File: src/rtl/rle_pkg.sv
// rtl/rle_pkg.sv - shared RLE types and DPSRAM port constants
package rle_pkg;

    typedef enum logic [2:0] {
        ST_IDLE,
        ST_RD_REQ,
        ST_RD_WAIT,
        ST_UNPACK,
        ST_EXPAND,
        ST_WR,
        ST_FLUSH,
        ST_DONE
    } state_t;

    localparam int RLE_MAX_RUN    = 255;
    localparam int BYTES_PER_WORD = 4;
    localparam int DPSRAM_DATA_W  = 32;
    localparam int DPSRAM_ADDR_W  = 16;
    localparam int DPSRAM_BYTE_W  = 8;

endpackage

File: src/rtl/rle_byte_packer.sv
// rtl/rle_byte_packer.sv - accumulates decoded bytes into little-endian words
module rle_byte_packer
    import rle_pkg::*;
(
    input  logic                     clk,
    input  logic                     nreset,
    input  logic                     push,
    input  logic [DPSRAM_BYTE_W-1:0] push_byte,
    input  logic                     drain,
    output logic [DPSRAM_DATA_W-1:0] word,
    output logic                     word_full,
    output logic                     flush
);

    logic [DPSRAM_DATA_W-1:0] data_q, data_d;
    logic [2:0]               cnt_q, cnt_d;

    // Drain zeroes the word so unused upper lanes of a partial word read as zero
    always_comb begin
        data_d = data_q;
        cnt_d  = cnt_q;
        if (drain) begin
            data_d = '0;
            cnt_d  = '0;
        end else if (push && cnt_q != 3'd4) begin
            data_d[{cnt_q[1:0], 3'b000} +: DPSRAM_BYTE_W] = push_byte;
            cnt_d = cnt_q + 3'd1;
        end
    end

    // Accumulator registers
    always_ff @(posedge clk) begin
        if (!nreset) begin
            data_q <= '0;
            cnt_q  <= '0;
        end else begin
            data_q <= data_d;
            cnt_q  <= cnt_d;
        end
    end

    // word_full looks ahead: it is high in the cycle whose push completes the word
    assign word      = data_q;
    assign word_full = (cnt_q == 3'd4) || (push && cnt_q == 3'd3);
    assign flush     = (cnt_q != 3'd0);

endmodule

File: src/rtl/rle_decoder.sv
// rtl/rle_decoder.sv - RLE (count,value) stream decoder over a DPSRAM port; RLE_DEC_ERR_CHECK_EN adds error output
module rle_decoder
    import rle_pkg::*;
#(
    parameter int ADDR_W        = 16,
    parameter int MAX_OUT_BYTES = 65535
) (
    input  logic              clk,
    input  logic              nreset,
    input  logic              start,
    input  logic [31:0]       rle_addr,
    input  logic [31:0]       rle_size,
    input  logic [31:0]       message_addr,
    output logic [31:0]       message_size,
    output logic              done,
    output logic              port_A_clk,
    output logic [ADDR_W-1:0] port_A_addr,
    output logic              port_A_we,
    output logic [31:0]       port_A_data_in,
    input  logic [31:0]       port_A_data_out
`ifdef RLE_DEC_ERR_CHECK_EN
    ,
    output logic              error
`endif
);

    localparam logic [31:0] MAX_OUT = 32'(MAX_OUT_BYTES);
    localparam logic [31:0] WORD_B  = 32'(BYTES_PER_WORD);

    state_t      state_q, state_d;
    logic [31:0] rle_base_q, rle_base_d;
    logic [31:0] wr_addr_q, wr_addr_d;
    logic [31:0] end_q, end_d;
    logic [31:0] sbyte_q, sbyte_d;
    logic [31:0] word_q, word_d;
    logic [31:0] out_cnt_q, out_cnt_d;
    logic [7:0]  cnt_q, cnt_d;
    logic [7:0]  val_q, val_d;
    logic [7:0]  run_q, run_d;
    logic        have_cnt_q, have_cnt_d;
    logic        start_ok, push, drain;
    logic [7:0]  cur_byte;
    logic [31:0] pk_word;
    logic        pk_word_full, pk_flush;

    // Where to go once the current pair is finished: read, keep unpacking, or end
    function automatic state_t src_next(input logic [31:0] ptr, input logic [31:0] stop,
                                        input logic partial);
        if (ptr >= stop)            return partial ? ST_FLUSH : ST_DONE;
        else if (ptr[1:0] == 2'b00) return ST_RD_REQ;
        else                        return ST_UNPACK;
    endfunction

    assign cur_byte = word_q[{sbyte_q[1:0], 3'b000} +: 8];
    assign drain    = start_ok || state_q == ST_WR || state_q == ST_FLUSH;

    rle_byte_packer u_packer (
        .clk       (clk),
        .nreset    (nreset),
        .push      (push),
        .push_byte (val_q),
        .drain     (drain),
        .word      (pk_word),
        .word_full (pk_word_full),
        .flush     (pk_flush)
    );

    // State and datapath registers
    always_ff @(posedge clk) begin
        if (!nreset) begin
            state_q    <= ST_IDLE;
            rle_base_q <= '0;
            wr_addr_q  <= '0;
            end_q      <= '0;
            sbyte_q    <= '0;
            word_q     <= '0;
            out_cnt_q  <= '0;
            cnt_q      <= '0;
            val_q      <= '0;
            run_q      <= '0;
            have_cnt_q <= 1'b0;
        end else begin
            state_q    <= state_d;
            rle_base_q <= rle_base_d;
            wr_addr_q  <= wr_addr_d;
            end_q      <= end_d;
            sbyte_q    <= sbyte_d;
            word_q     <= word_d;
            out_cnt_q  <= out_cnt_d;
            cnt_q      <= cnt_d;
            val_q      <= val_d;
            run_q      <= run_d;
            have_cnt_q <= have_cnt_d;
        end
    end

    // Next state and datapath: one stream byte per UNPACK cycle, one output byte per EXPAND cycle
    always_comb begin
        state_d    = state_q;
        rle_base_d = rle_base_q;
        wr_addr_d  = wr_addr_q;
        end_d      = end_q;
        sbyte_d    = sbyte_q;
        word_d     = word_q;
        out_cnt_d  = out_cnt_q;
        cnt_d      = cnt_q;
        val_d      = val_q;
        run_d      = run_q;
        have_cnt_d = have_cnt_q;
        start_ok   = 1'b0;
        push       = 1'b0;
        case (state_q)
            ST_IDLE, ST_DONE: begin
                if (start) begin
                    start_ok   = 1'b1;
                    rle_base_d = rle_addr;
                    wr_addr_d  = message_addr;
                    end_d      = {rle_size[31:1], 1'b0};
                    sbyte_d    = '0;
                    out_cnt_d  = '0;
                    run_d      = '0;
                    have_cnt_d = 1'b0;
                    state_d    = (rle_size < 32'd2) ? ST_DONE : ST_RD_REQ;
                end
            end
            ST_RD_REQ:  state_d = ST_RD_WAIT;
            ST_RD_WAIT: begin
                word_d  = port_A_data_out;
                state_d = ST_UNPACK;
            end
            ST_UNPACK: begin
                sbyte_d = sbyte_q + 32'd1;
                if (!have_cnt_q) begin
                    cnt_d      = cur_byte;
                    have_cnt_d = 1'b1;
                    state_d    = src_next(sbyte_q + 32'd1, end_q, pk_flush);
                end else begin
                    val_d      = cur_byte;
                    have_cnt_d = 1'b0;
                    if (cnt_q == 8'd0) begin
                        state_d = src_next(sbyte_q + 32'd1, end_q, pk_flush);
                    end else begin
                        run_d   = cnt_q;
                        state_d = ST_EXPAND;
                    end
                end
            end
            ST_EXPAND: begin
                push      = 1'b1;
                run_d     = run_q - 8'd1;
                out_cnt_d = out_cnt_q + 32'd1;
                if (pk_word_full)           state_d = ST_WR;
                else if (out_cnt_d == MAX_OUT) state_d = ST_FLUSH;
                else if (run_q == 8'd1)     state_d = src_next(sbyte_q, end_q, 1'b1);
            end
            ST_WR: begin
                wr_addr_d = wr_addr_q + WORD_B;
                if (out_cnt_q == MAX_OUT) state_d = ST_DONE;
                else if (run_q != 8'd0)   state_d = ST_EXPAND;
                else                      state_d = src_next(sbyte_q, end_q, 1'b0);
            end
            ST_FLUSH: begin
                wr_addr_d = wr_addr_q + WORD_B;
                state_d   = ST_DONE;
            end
            default: state_d = ST_IDLE;
        endcase
    end

    // Memory port and status outputs decoded from the current state
    always_comb begin
        port_A_addr    = '0;
        port_A_we      = 1'b0;
        port_A_data_in = '0;
        done           = 1'b0;
        case (state_q)
            ST_RD_REQ, ST_RD_WAIT, ST_UNPACK: begin
                port_A_addr = ADDR_W'(rle_base_q + {sbyte_q[31:2], 2'b00});
            end
            ST_WR, ST_FLUSH: begin
                port_A_addr    = ADDR_W'(wr_addr_q);
                port_A_we      = 1'b1;
                port_A_data_in = pk_word;
            end
            ST_DONE: done = 1'b1;
            default: ;
        endcase
    end

    assign port_A_clk   = clk;
    assign message_size = out_cnt_q;

`ifdef RLE_DEC_ERR_CHECK_EN
    logic err_q, err_d;

    // Sticky error: odd size, zero count or output ceiling reached during this decode
    always_comb begin
        err_d = err_q;
        if (start_ok)
            err_d = rle_size[0];
        if (state_q == ST_UNPACK && have_cnt_q && cnt_q == 8'd0)
            err_d = 1'b1;
        if (state_q == ST_EXPAND && out_cnt_d == MAX_OUT)
            err_d = 1'b1;
    end

    // Error flag register
    always_ff @(posedge clk) begin
        if (!nreset) err_q <= 1'b0;
        else         err_q <= err_d;
    end

    assign error = err_q && (state_q == ST_DONE);
`endif

endmodule

File: config.mk
export PLATFORM = sky130hd
export DESIGN_NAME = rle_decoder
export DESIGN_NICKNAME = d
export VERILOG_FILES = /design/src/rtl/rle_pkg.sv /design/src/rtl/rle_byte_packer.sv /design/src/rtl/rle_decoder.sv
export SDC_FILE = /design/constraint.sdc
export NUM_CORES = 1
export LEC_CHECK = 0
export ABC_AREA = 1
export BUFFER_PORTS_ARGS = -buffer_cell sky130_fd_sc_hd__buf_2
export CAP_MARGIN = 20
export CORE_AREA = 2 2 154 156
export DETAILED_ROUTE_END_ITERATION = 16
export DIE_AREA = 0 0 156 158
export GPL_TIMING_DRIVEN = 0
export MAX_ROUTING_LAYER = met4
export PLACE_DENSITY_LB_ADDON = 0.3
export SLEW_MARGIN = 5
export SYNTH_ARGS = -nofsm -noshare
export SYNTH_HDL_FRONTEND = slang
export SYNTH_HIERARCHICAL = 1
export SYNTH_SLANG_ARGS = --single-unit
File: constraint.sdc
create_clock -name clk -period 8 [get_ports clk]
set_clock_uncertainty 0.15 [all_clocks]
set_input_delay 2 -clock clk [delete_from_list [all_inputs] [get_ports clk]]
set_output_delay 2 -clock clk [all_outputs]
set_load 0.02 [all_outputs]
==> impl_metrics.toml, run 1 <==
[synth]
ys_seq_area_share_pct = 32.65
yosysWarnings = 6
synth_top_flop_cell = "dfxtp_1"
ys_async_sr_fraction_pct = 0
syn_inst = 2070
netlist_area_um2 = 13610
synth_area_per_cell_um2 = 6.576
ys_ff_latch = 222
synth_top_area_cell = "dfxtp_1"
synth_area_leaders = "dfxtp_1 (33%), nand2_1 (13%), ha_1 (8.6%)"
synth_edf_count = 0
yosysTopAreaCellShare_pct = 32.65
ys_types = 55
synth.net_count = 2296

[placed_design]
dp.cells = 2540
gp_congestion = 0.9582
port_buffers = 180
hpwl_mm = 31.31

[sta]
hold_viol = 0
tightestPinTransition_ns = 0.7471
setup_viol = 0
tns_ns = 0
slew_headroom_pct = 49.73
rsz0062_at_grt = "false"
maxSlewViolCount = 0

[floorplan]
fp.dieH_um = 158
die_w_um = 156
rows = 56
pin_count = 214
initial_core_util_pct = 59.05
die_area_um2 = 24650
core_area_um2 = 23050

[route]
via_count = 14260
ant_nets = 0
wl_per_cell_um = 15.66
drtIter0Drc = 1082
first_pass_iters = 6
drc_errors = 0
wl_mm = 40.53
vias_per_cell = 5.511

[setup_path]
crit_buf_inv = 4
critPathMaxFanout = 2
worst_path_max_delay_cell = "buf_2"
cpPeakStageDelay_ns = 0.14
arrival_ns = 4.50
worst_ep_required_time_ns = 5.85
startpoint_type = "clock port"
crit_chain = "clkbuf_16 > clkbuf_16 > buf_4 > buf_2"
crit_family = "buffers and inverters"
endpoint_kind = "output port"
critPathKind = "clock port to output port"
crit_top_cell = "clkbuf_16"

[hold_path]
hp-class = "flip-flop to flip-flop"

[cells_and_area]
final_layout_size_suffix_gt1_share_pct = 12.28
area_delta_synth_final_pct = 16.00
final_nets = 2505
fin_cells = 2587

[power]
cellLeakagePower_nw = 7.089
vdd_drop_max_v = 0.0002437
p_total_mw = 3.814
powerDensity_nw_per_um2 = 241.5

[clock_tree]
clk_pin_slew_ns = 0.06
cts_resized = 0
cts_hold_buf = 0
cts_tree = "built"
clk_latency_ns = 0.64
cts_setup_buffers = 0

[global_routing]
overflow = 0
antenna_found_initial = 1
grt_pass1_wl_mm = 63.31
grt_use_total_pct = 32.76
grt_max_degree = 14
first_global_vias = 13110

[run]
drv_cap = 0

[outcome]
status = "finished clean"
-- registers in the layout (all words and copies together), names as in the netlist, 8 cells and up --
| signal | count |
|---|---|
| word_q | 32 |
| end_q | 31 |
| val_q | 8 |
| wr_addr_q | 16 |
| rle_base_q | 16 |
| u_packer/word | 32 |
| sbyte_q | 32 |
| run_q | 8 |
| message_size | 32 |
| cnt_q | 8 |
-- stage by stage --
| step | area (um^2) | hold slack [ns] | util, % | worst slack (ns) |
|---|---|---|---|---|
| final | 15790 | 0.3016 | 68.50 | 1.345 |
| after global routing | 15790 | 0.3202 | 68.50 | 1.338 |
| after CTS | 15790 | 0.3020 | 68.49 | 1.342 |
| after detailed placement | 14880 | 0.2927 | 64.54 | 1.603 |
| after global placement | 14880 | 0.2872 | 64.54 | 1.603 |
| after floorplan | 13610 | 0.2744 | - | 1.716 |
-- worst register-to-register path, cell delays in order (launching register included) --
cell and delay (ns):
dfxtp_1 0.50, nand2_1 0.16, nor4_1 0.70, nand4_1 0.26, nor3_1 0.25, xnor2_1 0.16, inv_1 0.07, ha_1 0.30
nand2_1 0.07, nor2_1 0.15, nand2_1 0.09, nor2_1 0.18, nand4_1 0.16, nand3_1 0.13, a21oi_1 0.09, nor3_1 0.12
o21ai_0 0.11, nor2_1 0.12, nor2_1 0.05
-- cells in the mapped netlist, types with 2 or more instances --
| cell | count |
|---|---|
| inv_2 | 5 |
| a21oi_2 | 2 |
| buf_2 | 7 |
| a221oi_1 | 2 |
| a22o_1 | 2 |
| ha_1 | 94 |
| and2_1 | 3 |
| nor2_4 | 7 |
| xnor2_1 | 15 |
| nor3_1 | 16 |
| dfxtp_1 | 222 |
| nand3_1 | 100 |
| a41oi_1 | 3 |
| a311oi_1 | 3 |
| clkinv_1 | 2 |
| clkbuf_1 | 57 |
| or2_2 | 3 |
| a21oi_1 | 224 |
| buf_6 | 2 |
| a211oi_1 | 5 |
| a31oi_1 | 10 |
| nor2_1 | 267 |
| nor4_1 | 13 |
| inv_1 | 251 |
| nand2_1 | 471 |
| nand4_1 | 27 |
| nand3_4 | 2 |
| o22ai_1 | 10 |
| o21ai_0 | 166 |
| o21a_1 | 3 |
| nand3_2 | 6 |
| nand2_2 | 7 |
| o21bai_1 | 3 |
| xor2_1 | 25 |
| nor2_2 | 8 |
| buf_1 | 7 |
| buf_4 | 2 |
-- report_power, final --
group | internal [mW] | leakage (nW) | switching (mW) | total, mW
sequential | 1.30 | 1.81 | 0.0995 | 1.39
combinational | 0.356 | 4.82 | 0.792 | 1.15
clock | 0.786 | 0.460 | 0.486 | 1.27
-- final timing paths --
| path | start | end | slack [ns] | cells past startpoint |
|---|---|---|---|---|
| setup reg to reg | sbyte_q[3]$_SDFFE_PN0P_ | state_q[0]$_SDFFE_PN0P_ | 4.06 | 18 |
| hold / removal | word_q[5]$_SDFFE_PN0P_ | word_q[5]$_SDFFE_PN0P_ | 0.30 | 2 |
| setup / recovery | clk | port_A_clk | 1.35 | 4 |
| hold reg to reg | word_q[5]$_SDFFE_PN0P_ | word_q[5]$_SDFFE_PN0P_ | 0.30 | 2 |
-- final cells by class --
cell class                      count  area (um^2)
Antenna cell                        1        2.502
Buffer                             78        341.6
Clock buffer                       37        785.8
Clock inverter                     10        131.4
Fill cell                        2045         7261
Inverter                          259        973.4
Multi-Input combinational cell   1511         7854
Sequential cell                   222         4444
Tap cell                          290        362.8
Timing Repair Buffer              179        895.9
-- layout by cell type (no fill, tap or decap), types with 5 or more instances in the layout --
master | netlist | routed
a211oi_1 | 5 | 5
a21oi_1 | 224 | 224
a31oi_1 | 10 | 10
buf_1 | 7 | 7
buf_2 | 7 | 187
clkbuf_1 | 57 | 60
clkbuf_16 | 0 | 28
clkbuf_8 | 1 | 6
clkinv_2 | 1 | 6
dfxtp_1 | 222 | 222
ha_1 | 94 | 94
inv_1 | 251 | 251
inv_2 | 5 | 5
nand2_1 | 471 | 471
nand2_2 | 7 | 7
nand3_1 | 100 | 100
nand3_2 | 6 | 6
nand4_1 | 27 | 27
nor2_1 | 267 | 267
nor2_2 | 8 | 8
nor2_4 | 7 | 7
nor3_1 | 16 | 16
nor4_1 | 13 | 13
o21ai_0 | 166 | 166
o22ai_1 | 10 | 10
xnor2_1 | 15 | 15
xor2_1 | 25 | 25
-- per-layer routing --
layer / routed length [um] / GRT usage (%)
met1: 16430 / 38.62
met4: 1408 / 11.49
met3: 3081 / 4.626
met2: 19600 / 57.42
met5: 0 / -
-- kinds of logic (layout without fill, tap and decap cells) --
logic type               after synthesis  count (layout)  share of synthesized area (%)
AND/OR/NAND/NOR                      935             935                          29.16
AO/OA/AOI/OAI                        440             440                          17.05
buffers and inverters                337             563                          9.660
flip-flops                           222             222                          32.65
adder cells (fa/ha/maj)               95              95                          8.787
XOR/XNOR                              41              41                          2.693
other                                  0               1                              0
Power figures use the tool's default switching activity.
==> run 2: changes to the inputs <==
--- a/config.mk
+++ b/config.mk
@@ -8,9 +8,9 @@
 export ABC_AREA = 1
 export BUFFER_PORTS_ARGS = -buffer_cell sky130_fd_sc_hd__buf_2
 export CAP_MARGIN = 20
-export CORE_AREA = 2 2 154 156
+export CORE_AREA = 2 2 157 159
 export DETAILED_ROUTE_END_ITERATION = 16
-export DIE_AREA = 0 0 156 158
+export DIE_AREA = 0 0 159 161
 export GPL_TIMING_DRIVEN = 0
 export MAX_ROUTING_LAYER = met4
 export PLACE_DENSITY_LB_ADDON = 0.3
==> constraint.sdc (replaced) <==
create_clock -name clk -period 6.86 [get_ports clk]
set_clock_uncertainty 0.15 [all_clocks]
set_input_delay 1.715 -clock clk [delete_from_list [all_inputs] [get_ports clk]]
set_output_delay 1.715 -clock clk [all_outputs]
set_load 0.02 [all_outputs]
==> impl_metrics.toml, run 2 (synthesis results as in run 1) <==
[outcome]
status = "finished clean"

[route]
vias_per_cell = 5.465
wl_mm = 40.77
ant_nets = 0
drtIter0Drc = 1185
drc_errors = 0
first_pass_iters = 9
via_count = 14330
wl_per_cell_um = 15.55

[global_routing]
overflow = 0
grt_max_degree = 14
grt_pass1_wl_mm = 65.07
first_global_vias = 13490
grt_use_total_pct = 31.62
antenna_found_initial = 2

[clock_tree]
cts_resized = 0
cts_tree = "built"
cts_hold_buf = 0
clk_latency_ns = 0.65
cts_setup_buffers = 0
clk_pin_slew_ns = 0.06

[sta]
setup_viol = 0
slew_headroom_pct = 50.06
tightestPinTransition_ns = 0.7491
tns_ns = 0
rsz0062_at_grt = "false"
hold_viol = 0
maxSlewViolCount = 0

[setup_path]
worst_ep_required_time_ns = 4.99
startpoint_type = "clock port"
critPathKind = "clock port to output port"
critPathMaxFanout = 2
reg2reg_depth = 22
reg2reg_slack_ns = 2.78
arrival_ns = 3.93
endpoint_kind = "output port"

[power]
power_frac_clock_pct = 33.6
internal_power_mw = 2.850
cellLeakagePower_nw = 7.095
combPwrFrac_pct = 29.9
seq_power_share_pct = 36.5
vdd_drop_max_v = 0.0003449
p_sw_share_pct = 36.19
p_switching_mw = 1.617
powerDensity_nw_per_um2 = 281.7

[hold_path]
hp-class = "flip-flop to flip-flop"
hold_depth = 2

[floorplan]
die_w_um = 159
die_area_um2 = 25600
initial_core_util_pct = 56.81
pin_count = 214
core_area_um2 = 23960
fp.dieH_um = 161
rows = 57

[cells_and_area]
final_layout_size_suffix_gt1_share_pct = 12.37
final_common_cell = "nand2_1"
fin_util_pct = 66.17
regArea_um2 = 4444
final_nets = 2505
area_delta_synth_final_pct = 16.47
multi_input_area_um2 = 7854
nFillCells = 2197
mostFrequentLayoutCells = "nand2_1 (471), nor2_1 (267), inv_1 (251)"

[run]
drv_cap = 0

[placed_design]
hpwl_mm = 31.38
gp_congestion = 1.031
port_buffers = 180
[run 2: critical path, cell delays in order]
cell and delay [ns]:
clkbuf_16 0.12, clkbuf_16 0.13, buf_4 0.11, buf_2 0.14
[run 2: power groups by stage]
stage	Combinational (mW)	Clock [mW]	Sequential (mW)
6_report	1.34	1.50	1.63
4_1_cts	1.32	1.52	1.63
5_1_grt	1.50	1.57	1.65
2_1_floorplan	0.935	0.0170	1.62
3_3_place_gp	1.27	0.0214	1.64
3_5_place_dp	1.30	0.0214	1.65
[run 2: layer usage]
layer / part of all wire, % / up-vias / GRT usage, %
li1: - / 7168 / -
met1: 42 / 6499 / 38.34
met2: 46 / 535 / 52.35
met3: 7.1 / 127 / 5.110
met4: 4.6 / 0 / 13.72
met5: 0 / - / -
[run 2: path summary, 6_finish.rpt]
| check | startpoint | endpoint |
|---|---|---|
| max | clk | port_A_clk |
| min reg2reg | word_q[0]$_SDFFE_PN0P_ | word_q[0]$_SDFFE_PN0P_ |
| min | word_q[0]$_SDFFE_PN0P_ | word_q[0]$_SDFFE_PN0P_ |
| max reg2reg | sbyte_q[3]$_SDFFE_PN0P_ | state_q[0]$_SDFFE_PN0P_ |
[run 2: per-stage QoR]
| step | hold WS (ns) | instance area, um^2 | worst slack (ns) | instances | power [mW] |
|---|---|---|---|---|---|
| floorplan | 0.2744 | 13610 | 1.431 | 2070 | 2.570 |
| CTS | 0.3097 | 15850 | 1.055 | 2620 | 4.461 |
| global route | 0.3346 | 15860 | 1.055 | 2622 | 4.721 |
| finish | 0.3087 | 15860 | 1.060 | 2622 | 4.466 |
| detailed placement | 0.3019 | 14920 | 1.318 | 2574 | 2.977 |
| global placement | 0.2955 | 14920 | 1.318 | 2574 | 2.933 |
[run 2: area by class of cell]
class                           instances  area share [%]
Antenna cell                            2         0.03157
Buffer                                 78           2.154
Clock buffer                           37           5.011
Clock inverter                         10          0.8917
Inverter                              259           6.140
Multi-Input combinational cell       1511           49.53
Sequential cell                       222           28.03
Tap cell                              324           2.557
Timing Repair Buffer                  179           5.650
==> run 3: changes to the inputs <==
--- a/config.mk
+++ b/config.mk
@@ -8,9 +8,9 @@
 export ABC_AREA = 1
 export BUFFER_PORTS_ARGS = -buffer_cell sky130_fd_sc_hd__buf_2
 export CAP_MARGIN = 20
-export CORE_AREA = 2 2 157 159
+export CORE_AREA = 2 2 165 167
 export DETAILED_ROUTE_END_ITERATION = 16
-export DIE_AREA = 0 0 159 161
+export DIE_AREA = 0 0 167 169
 export GPL_TIMING_DRIVEN = 0
 export MAX_ROUTING_LAYER = met4
 export PLACE_DENSITY_LB_ADDON = 0.3
==> constraint.sdc (replaced) <==
create_clock -name clk -period 5.2 [get_ports clk]
set_clock_uncertainty 0.15 [all_clocks]
set_input_delay 1.3 -clock clk [delete_from_list [all_inputs] [get_ports clk]]
set_output_delay 1.3 -clock clk [all_outputs]
set_load 0.02 [all_outputs]
==> impl_metrics.toml, run 3 (synthesis results as in run 1) <==
[power]
powerDensity_nw_per_um2 = 367.4
cellLeakagePower_nw = 7.079
vdd_drop_max_v = 0.0002491

[placed_design]
place_area_um2 = 14940
detailedPlace.worstSlack_ns = 0.9031
dp.cells = 2591
gp_congestion = 0.9511
port_buffers = 180
hpwl_mm = 31.00

[global_routing]
grt_max_degree = 15
first_global_vias = 13460
grt_pass1_wl_mm = 65.36
grt_use_total_pct = 28.82
overflow = 0
antenna_found_initial = 3

[cells_and_area]
final_common_cell = "nand2_1"
fin_area_um2 = 15830
final_layout_size_suffix_gt1_share_pct = 12.23
mostFrequentLayoutCells = "nand2_1 (471), nor2_1 (267), inv_1 (251)"
fin_cells = 2642
final_nets = 2506
area_delta_synth_final_pct = 16.28

[floorplan]
rows = 60
initial_core_util_pct = 51.37
pin_count = 214
fp.dieH_um = 169
die_w_um = 167
core_area_um2 = 26500
die_area_um2 = 28220

[setup_path]
crit_family = "buffers and inverters"
critPathKind = "flip-flop to output port"
worst_ep_required_time_ns = 3.75
arrival_ns = 3.42
cpPeakStageDelay_ns = 0.66
critPathMaxFanout = 10
endpoint_kind = "output port"
startpoint_type = "flip-flop"
crit_chain = "inv_1 > ha_1 > nand2_1 > nand2_1 > inv_1 > clkbuf_1 > clkbuf_1 > clkbuf_1 > nor2_1 > buf_2"
crit_buf_inv = 6
worst_path_max_delay_cell = "clkbuf_1"
crit_top_cell = "clkbuf_1"

[sta]
slew_headroom_pct = 46.55
max_freq_mhz = 205.2
hold_viol = 0
tns_ns = 0
maxSlewViolCount = 0
setup_slack_ns = 0.3263
fin_crit_ns = 4.874
tightestPinTransition_ns = 0.8018
setup_viol = 0
rsz0062_at_grt = "false"
fin_crit_sh_pct = 93.72
holdWs_ns = 0.3028

[outcome]
status = "finished clean"

[route]
via_count = 14260
ant_nets = 0
first_pass_iters = 5
wl_mm = 40.04
wl_per_cell_um = 15.16
vias_per_cell = 5.397
drtIter0Drc = 1007
drc_errors = 0

[clock_tree]
cts_tree = "built"
clk_latency_ns = 0.64
cts_hold_buf = 0
cts_resized = 0
clk_pin_slew_ns = 0.06
cts_setup_buffers = 0

[run]
drv_cap = 0

[hold_path]
hp-class = "flip-flop to flip-flop"
[run 3: cell count changes in the layout (fill, tap and decap cells not counted), sizes merged]
cell and delta:
clkinvlp -2, diode +1, clkinv +5, clkbuf -1
[run 3: cell type report]
class | instances | area (um^2)
Timing Repair Buffer | 179 | 895.9
Tap cell | 341 | 426.7
Sequential cell | 222 | 4444
Antenna cell | 3 | 7.507
Fill cell | 2571 | 10670
Clock buffer | 36 | 742.0
Buffer | 78 | 341.6
Inverter | 259 | 973.4
Multi-Input combinational cell | 1511 | 7854
Clock inverter | 13 | 143.9
[run 3: worst paths after layout]
path                                         startpoint  cells past startpoint                      end  slack (ns)
worst max-delay path            state_q[0]$_SDFFE_PN0P_                     10       port_A_data_in[23]        0.33
worst min-delay path             word_q[4]$_SDFFE_PN0P_                      2   word_q[4]$_SDFFE_PN0P_        0.30
worst max register to register  sbyte_q[1]$_SDFFE_PN0P_                     23  state_q[0]$_SDFFE_PN0P_        1.20
worst min register to register   word_q[4]$_SDFFE_PN0P_                      2   word_q[4]$_SDFFE_PN0P_        0.30
[run 3: power by group]
group | leakage (nW) | switching (mW) | internal (mW)
logic | 4.82 | 1.21 | 0.545
clock network | 0.450 | 0.754 | 1.16
registers | 1.81 | 0.152 | 1.99
total | 7.08 | 2.12 | 3.70
[run 3: worst register-to-register path, stage by stage, from the launching register on]
cell and delay [ns]:
dfxtp_1 0.37, ha_1 0.24, nand3_1 0.15, nor2_2 0.19, nand3_2 0.14, nor2_4 0.17
nand2_2 0.12, nor3_4 0.18, nand3_2 0.13, nor2_2 0.12, nand2_1 0.07, xor2_1 0.16
ha_1 0.28, nand2_1 0.07, nor2_1 0.18, nand4_1 0.14, nor2_1 0.21, nand4_1 0.17
nand3_1 0.14, a21oi_1 0.09, nor3_1 0.14, o21ai_0 0.14, nor2_1 0.12, nor2_1 0.05
[run 3: metal layers]
| layer | track usage (%) | part of all wire [%] |
|---|---|---|
| met2 | 49.15 | 48 |
| met4 | 8.508 | 2.5 |
| met5 | - | 0 |
| met3 | 4.115 | 6.8 |
| met1 | 35.55 | 43 |
[run 3: per-stage QoR]
stage,power [mW],util (%)
floorplan,3.391,-
global placement,3.881,56.38
detailed placement,3.938,56.38
CTS,5.830,59.70
global route,6.168,59.73
finish,5.816,59.73
